[src/rtl/ysyx_25030093_csr.sv]
// +----------------------------------------------------------------------------+
// | Module  : ysyx_25030093_csr                                                |
// | Brief   : M-mode CSR file and ECALL/MRET trap sequencer; optional 64-bit   |
// |           mcycle counter enabled by YSYX_25030093_CSR_MCYCLE_EN.           |
// | Revision: 1.0 - initial release                                            |
// +----------------------------------------------------------------------------+
`default_nettype none

module ysyx_25030093_csr #(
  parameter logic [31:0] MTVEC_RST   = 32'h0000_0000,
  parameter logic [31:0] MSTATUS_RST = 32'h0000_1800
) (
  input  logic        clk,
  input  logic        reset,
  input  logic        inst_commit,
  input  logic [11:0] csr_addr,
  input  logic        csr_wen,
  input  logic [31:0] csr_wdata,
  output logic [31:0] csr_data,
  output logic        csr_illegal,
  input  logic        ecall,
  input  logic        mret,
  input  logic [31:0] pc,
  output logic        trap_valid,
  output logic [31:0] trap_pc
);

  localparam logic [11:0] c_addr_mstatus   = 12'h300;
  localparam logic [11:0] c_addr_mtvec     = 12'h305;
  localparam logic [11:0] c_addr_mscratch  = 12'h340;
  localparam logic [11:0] c_addr_mepc      = 12'h341;
  localparam logic [11:0] c_addr_mcause    = 12'h342;
  localparam logic [11:0] c_addr_mvendorid = 12'hF11;
  localparam logic [11:0] c_addr_marchid   = 12'hF12;
  localparam logic [11:0] c_addr_mcycle    = 12'hB00;
  localparam logic [11:0] c_addr_mcycleh   = 12'hB80;
  localparam logic [11:0] c_addr_cycle     = 12'hC00;
  localparam logic [11:0] c_addr_cycleh    = 12'hC80;
  localparam logic [31:0] c_mvendorid      = 32'h7973_7978;
  localparam logic [31:0] c_marchid        = 32'h017D_EDCD;

  logic [31:0] r_mstatus;
  logic [31:0] r_mtvec;
  logic [31:0] r_mscratch;
  logic [31:0] r_mepc;
  logic [31:0] r_mcause;
  logic        r_trap_valid;
  logic [31:0] r_trap_pc;
  logic [31:0] w_rdata;
  logic        w_illegal;
  logic        w_wr;

  // A CSR write only lands when no trap action claims the commit.
  assign w_wr = inst_commit & csr_wen & ~ecall & ~mret;

`ifdef YSYX_25030093_CSR_MCYCLE_EN
  logic [63:0] r_mcycle;
  logic        w_wr_lo;
  logic        w_wr_hi;

  assign w_wr_lo = w_wr & (csr_addr == c_addr_mcycle);
  assign w_wr_hi = w_wr & (csr_addr == c_addr_mcycleh);

  always_ff @(posedge clk or negedge reset) begin
    if (!reset) begin
      r_mcycle <= 64'd0;
    end else if (w_wr_lo) begin
      r_mcycle[31:0] <= csr_wdata;
    end else if (w_wr_hi) begin
      r_mcycle[63:32] <= csr_wdata;
    end else begin
      r_mcycle <= r_mcycle + 64'd1;
    end
  end
`endif

  always_comb begin
    w_rdata   = 32'd0;
    w_illegal = 1'b0;
    case (csr_addr)
      c_addr_mstatus:   w_rdata = r_mstatus;
      c_addr_mtvec:     w_rdata = r_mtvec;
      c_addr_mscratch:  w_rdata = r_mscratch;
      c_addr_mepc:      w_rdata = r_mepc;
      c_addr_mcause:    w_rdata = r_mcause;
      c_addr_mvendorid: w_rdata = c_mvendorid;
      c_addr_marchid:   w_rdata = c_marchid;
`ifdef YSYX_25030093_CSR_MCYCLE_EN
      c_addr_mcycle, c_addr_cycle:   w_rdata = r_mcycle[31:0];
      c_addr_mcycleh, c_addr_cycleh: w_rdata = r_mcycle[63:32];
`endif
      default:          w_illegal = 1'b1;
    endcase
  end

  always_ff @(posedge clk or negedge reset) begin
    if (!reset) begin
      r_mstatus    <= MSTATUS_RST;
      r_mtvec      <= MTVEC_RST;
      r_mscratch   <= 32'd0;
      r_mepc       <= 32'd0;
      r_mcause     <= 32'd0;
      r_trap_valid <= 1'b0;
      r_trap_pc    <= 32'd0;
    end else begin
      r_trap_valid <= 1'b0;
      if (inst_commit) begin
        if (ecall) begin
          // MPP=11, MPIE<=MIE, MIE<=0
          r_mepc       <= pc;
          r_mcause     <= 32'd11;
          r_mstatus    <= {r_mstatus[31:13], 2'b11, r_mstatus[10:8], r_mstatus[3],
                           r_mstatus[6:4], 1'b0, r_mstatus[2:0]};
          r_trap_pc    <= {r_mtvec[31:2], 2'b00};
          r_trap_valid <= 1'b1;
        end else if (mret) begin
          // MPP=11, MPIE<=1, MIE<=MPIE
          r_mstatus    <= {r_mstatus[31:13], 2'b11, r_mstatus[10:8], 1'b1,
                           r_mstatus[6:4], r_mstatus[7], r_mstatus[2:0]};
          r_trap_pc    <= r_mepc;
          r_trap_valid <= 1'b1;
        end else if (w_wr) begin
          case (csr_addr)
            c_addr_mstatus:  r_mstatus  <= csr_wdata;
            c_addr_mtvec:    r_mtvec    <= csr_wdata;
            c_addr_mscratch: r_mscratch <= csr_wdata;
            c_addr_mepc:     r_mepc     <= {csr_wdata[31:2], 2'b00};
            c_addr_mcause:   r_mcause   <= csr_wdata;
            default:         ;
          endcase
        end
      end
    end
  end

  assign csr_data    = w_rdata;
  assign csr_illegal = w_illegal;
  assign trap_valid  = r_trap_valid;
  assign trap_pc     = r_trap_pc;

endmodule

`default_nettype wire

[config.mk]
export PLATFORM = sky130hd
export DESIGN_NAME = ysyx_25030093_csr
export DESIGN_NICKNAME = d
export VERILOG_FILES = /design/src/rtl/ysyx_25030093_csr.sv
export SDC_FILE = /design/constraint.sdc
export NUM_CORES = 1
export LEC_CHECK = 0
export BUFFER_PORTS_ARGS = -buffer_cell sky130_fd_sc_hd__clkbuf_2
export CAP_MARGIN = 20
export CELL_PAD_IN_SITES_DETAIL_PLACEMENT = 1
export CELL_PAD_IN_SITES_GLOBAL_PLACEMENT = 1
export CORE_ASPECT_RATIO = 1.25
export CORE_MARGIN = 2
export CORE_UTILIZATION = 45
export CTS_CLUSTER_SIZE = 40
export DETAILED_ROUTE_END_ITERATION = 10
export PLACE_DENSITY_LB_ADDON = 0.1
export SYNTH_ARGS = -nofsm -noshare
export SYNTH_HDL_FRONTEND = slang
export SYNTH_SLANG_ARGS = --single-unit
[constraint.sdc]
create_clock -name clk -period 1.7 [get_ports clk]
set_input_delay 0 -clock clk [delete_from_list [all_inputs] [get_ports clk]]
set_output_delay 0 -clock clk [all_outputs]
set_load 0.02 [all_outputs]
### After elaboration in Yosys (flattened, before gate mapping)

Index checks and enable logic that the tools add are counted.

* output and inout bits: 66
* word-level logic and storage cells: 54
* flip-flop bits (word level): 193
* input bits: 82

* muxes and demuxes: 19
* reduce and logical (&&, ||, !) cells: 14
* equal/unequal tests: 8
* bitwise logic cells: 5

Operator list (count)
* 32-bit two-way mux: 10
* 32-bit case mux with 7 select lines: 1
* 12-bit by 10-bit equality test with 1-bit output, second input constant: 5
* 13-bit two-way mux: 4
* 12-bit equality test, second input constant: 2
* 5-bit AND reduction: 3
* 4-bit AND reduction: 2
* 2-bit nonzero test: 4
* 7-bit OR reduction: 1
* 3-bit nonzero test: 2
* 1-bit two-way mux: 4
* 1-bit AND: 3
* 3-bit AND reduction: 1
* 2-bit != test, second input constant: 1
* 1-bit inverter: 2
* 2-bit AND reduction: 1

### Longest topological paths before layout

* depth after elaboration: 6
* depth in mapped cells: 9
* depth with buffers taken out: 4

### Worst setup path after synthesis

OpenSTA, ideal clock, no wires.

* path type: input-to-output
* from: input csr_addr[5]
* to: output csr_data[19]
* buffers on the path: 2
* data required time: 1.700 ns
* cell stages on the path: 5
* path slack: -0.170 ns
* arrival time: 1.870 ns
* cell sequence: or4_1 buf_2 or2_0 clkbuf_1 o41ai_1

* cells in the longest elaborated chain, start to end: 2

Ends and longest elaborated chain
* start: declaration: line 16 `input logic [11:0] csr_addr,`
* 12-bit equality test / 12-bit by 10-bit equality test with 1-bit output (equally long branches): line 80 `case (csr_addr)`
* 32-bit case mux with 7 select lines *: line 80
* end: declaration: line 19 `output logic [31:0] csr_data,`

Every way passes the cells marked *; elsewhere a longest branch is shown, timed or not.

### Worst setup path in the final report

* from: register r_mcause[19]
* to: output csr_data[19]

* cells in the longest elaborated chain, start to end: 1

Ends and longest elaborated chain
* start: declaration: line 46 `logic [31:0] r_mcause;`
* start signal: assignment: line 128 `c_addr_mcause: r_mcause <= csr_wdata;`
* 32-bit case mux with 7 select lines: line 80

No other way between the ends.

==> impl_metrics.yaml <==
status:
  status: "complete, no violations"
critical_path:
  crit_arrival_ns: 1.70
  cp.required_ns: 1.70
  startpoint_type: "flip-flop"
  crit_type: "reg -> out"
  crit_fanout: 2
  endpoint_kind: "output port"
pwr:
  p_per_area_nw_per_um2: 849.0
  p_leak_nw: 6.341
  fin_total_pwr_mw: 10.69
  ir_drop_uv: 693.4
detailed_routing:
  drt_pass1_iterations: 5
  drc: 0
  drtIter0Drc: 469
  via_per_inst: 5.833
  dr_total_vias: 8207
  wl_per_cell_um: 23.05
  drt_wl_total_um: 32440
  detail-route-antenna-nets: 0
sta:
  tightest_slew_ns: 0.5305
  fin_tns_setup_ns: 0
  fin_crit_sh_pct: 99.97
  rsz0062_at_grt: "yes"
  fin_skew_ns: 0.008049
  holdWs_ns: 0.02722
  fin_crit_ns: 1.699
  drv_slew: 0
  fmax_mhz: 588.4
  maxSlewHeadroom_pct: 64.63
  finalWorstSetupSlack_ns: 0.0005680
  report.final.setup_viol: 0
  hold_viol_final: 0
cts:
  cts_buffer_depth: 2
  htreeDepth: 4
  cts_sinks: 193
  cts_buffers: 17
  worst_skew_pair.late_latency_ns: 0.44
  path_clk_slew_ns: 0.07
  cts_tree: "built"
  cts_root_buffer: "clkbuf_16"
floorplan:
  fp.dieArea_um2: 21890
  start_util_pct: 46.05
  io_pins: 148
  core-area_um2: 20250
  die_y_um: 164.9
  rows: 58
  dieWidth_um: 132.7
final_layout:
  finalNonFillerCells: 1407
  final_area_um2: 12590
  final_util_pct: 62.17
  syn_to_final_growth_pct: 35.00
  fin_nets: 1206
  antenna_cells: 0
  drive_gt1_share_pct: 28.85
global_route:
  grt_use_total_pct: 30.26
  grt_start_max_net_pins: 58
  grt_pass1_vias: 8854
  grt_pass1_wl_um: 50490
  gr-total-overflow: 0
  antenna_found_initial: 0
synthesis:
  synth-main-ff-cell: "dfrtp_1"
  ys_top_cells_by_area: "dfrtp_1, mux2_1, mux2i_1"
  netlist_area_um2: 9324
  synth_edf_count: 0
  ys_seq_area_share_pct: 51.83
  synth_seq_cells: 193
  yosysWarningCount: 0
  syn_nets: 937
  async_flop_share_pct: 100.0
  yosysTopAreaCell: "dfrtp_1"
  synthCells: 855
  avgSynthCellArea_um2: 10.91
  synth.distinct_cells: 56
  synth_top_area_share_pct: 51.26
place:
  dp_hpwl_um: 21610
  dpl.cell_count: 1300
  placed_area_um2: 11010
  dp_slack_ns: -0.3102
  place.gp.congestion: 0.9367
  port-buffer-count: 147
flow_run:
  cap_violations: 0
min_path:
  hold_class: "in -> reg"
[synth_stat cells, types with 3 or more instances]
master and count:
mux2_1 75, a22oi_1 6, nor3_1 3, nand3b_1 3, and2_1 15, dfrtp_1 191
nor2b_1 5, a21oi_1 49, a221o_1 4, nand3_1 22, nand2_1 81, a221oi_1 6
buf_2 21, mux2i_1 82, o21ai_1 8, nand4_1 17, o211ai_1 5, or3_1 6
and3_1 10, nor4_1 3, o21ai_0 49, a2bb2oi_1 3, buf_1 4, clkbuf_1 38
a22o_1 29, o21a_1 3, mux2_2 20, nor2_1 55, inv_1 9
[per-layer routing]
| layer | global-route usage, % | share of wire, % | up-vias |
|---|---|---|---|
| li1 | - | - | 3621 |
| met1 | 37.97 | 42 | 4283 |
| met2 | 53.74 | 52 | 252 |
| met3 | 4.635 | 4.2 | 51 |
| met4 | 9.775 | 2.0 | 0 |
| met5 | 0 | 0 | - |
[worst max-delay path: stages, from the launching register on]
cell	delay (ns)
dfrtp_1	0.35
inv_1	0.06
o21ai_2	0.12
a21oi_2	0.09
o41ai_4	0.43
buf_4	0.21
[sequential cells by signal, indices dropped and copies added (netlist names)]
name and cells:
r_mepc 32, r_mstatus 32, r_mtvec 32, r_mcause 32, trap_valid 1, trap_pc 32
r_mscratch 32
[cell usage in the layout (no fill, tap or decap), drive strengths merged, types with 3 or more instances in the layout]
cell type | synthesis | routed
a221o | 4 | 4
o211ai | 5 | 5
nor4 | 4 | 4
a2bb2oi | 3 | 3
a22o | 29 | 29
and2 | 15 | 15
nand3b | 3 | 3
dlygate4sd3 | 0 | 70
inv | 9 | 18
mux2i | 82 | 82
clkinv | 1 | 4
mux2 | 95 | 95
nand3 | 22 | 22
a21oi | 49 | 49
nor3 | 3 | 3
nor2b | 5 | 5
nand2 | 81 | 81
or3 | 6 | 6
o21ai | 57 | 57
nand4 | 17 | 17
dfrtp | 191 | 191
buf | 26 | 110
and3 | 10 | 10
a22oi | 6 | 6
nor2 | 55 | 55
o21a | 3 | 3
o41ai | 3 | 3
clkbuf | 38 | 150
a221oi | 6 | 6
[worst paths after layout]
check	startpoint	to	slack [ns]	cells after the start
min	ecall	trap_pc[30]	0.03	3
min reg2reg	trap_pc[6]	trap_pc[6]	0.49	2
max	r_mcause[19]	csr_data[19]	0.0006	5
max in group asynchronous	reset	r_mstatus[12]	0.88	3
min in group asynchronous	reset	trap_pc[0]	0.11	2
max reg2reg	r_mepc[21]	trap_pc[21]	0.74	2
[timing repair]
action / in CTS / in global routing
gates cloned: 0 / 1
hold buffers: 71 / 0
buffers inserted: 1 / 3
endpoints found under the hold margin: 341 / 0
pin swaps: 2 / 7
endpoints found under the setup margin: 31 / 59
resized for setup: 26 / 41
[logic make-up after synthesis]
family / after synthesis / share of synthesized area, %
buffers and inverters: 74 / 3.301
multiplexers: 177 / 20.28
AND/OR/NAND/NOR: 232 / 12.05
AO/OA/AOI/OAI: 178 / 12.44
adder cells (fa/ha/maj): 1 / 0.1074
flip-flops: 193 / 51.82
[cell type report]
type / instances / area (um^2)
Clock buffer: 17 / 425.4
Clock inverter: 15 / 191.4
Fill cell: 2170 / 7660
Inverter: 10 / 37.54
Multi-Input combinational cell: 588 / 4365
Sequential cell: 193 / 4832
Tap cell: 270 / 337.8
Timing Repair Buffer: 314 / 2397
[power by group]
part           total (mW)  internal, mW  switching (mW)  leakage, nW
Combinational        1.47         0.604           0.862         3.50
Sequential           4.98          4.81           0.168         2.54
Clock                4.24          2.25            1.99        0.301
Total                10.7          7.66            3.02         6.34
No activity file was read; power rests on OpenSTA's default activity.
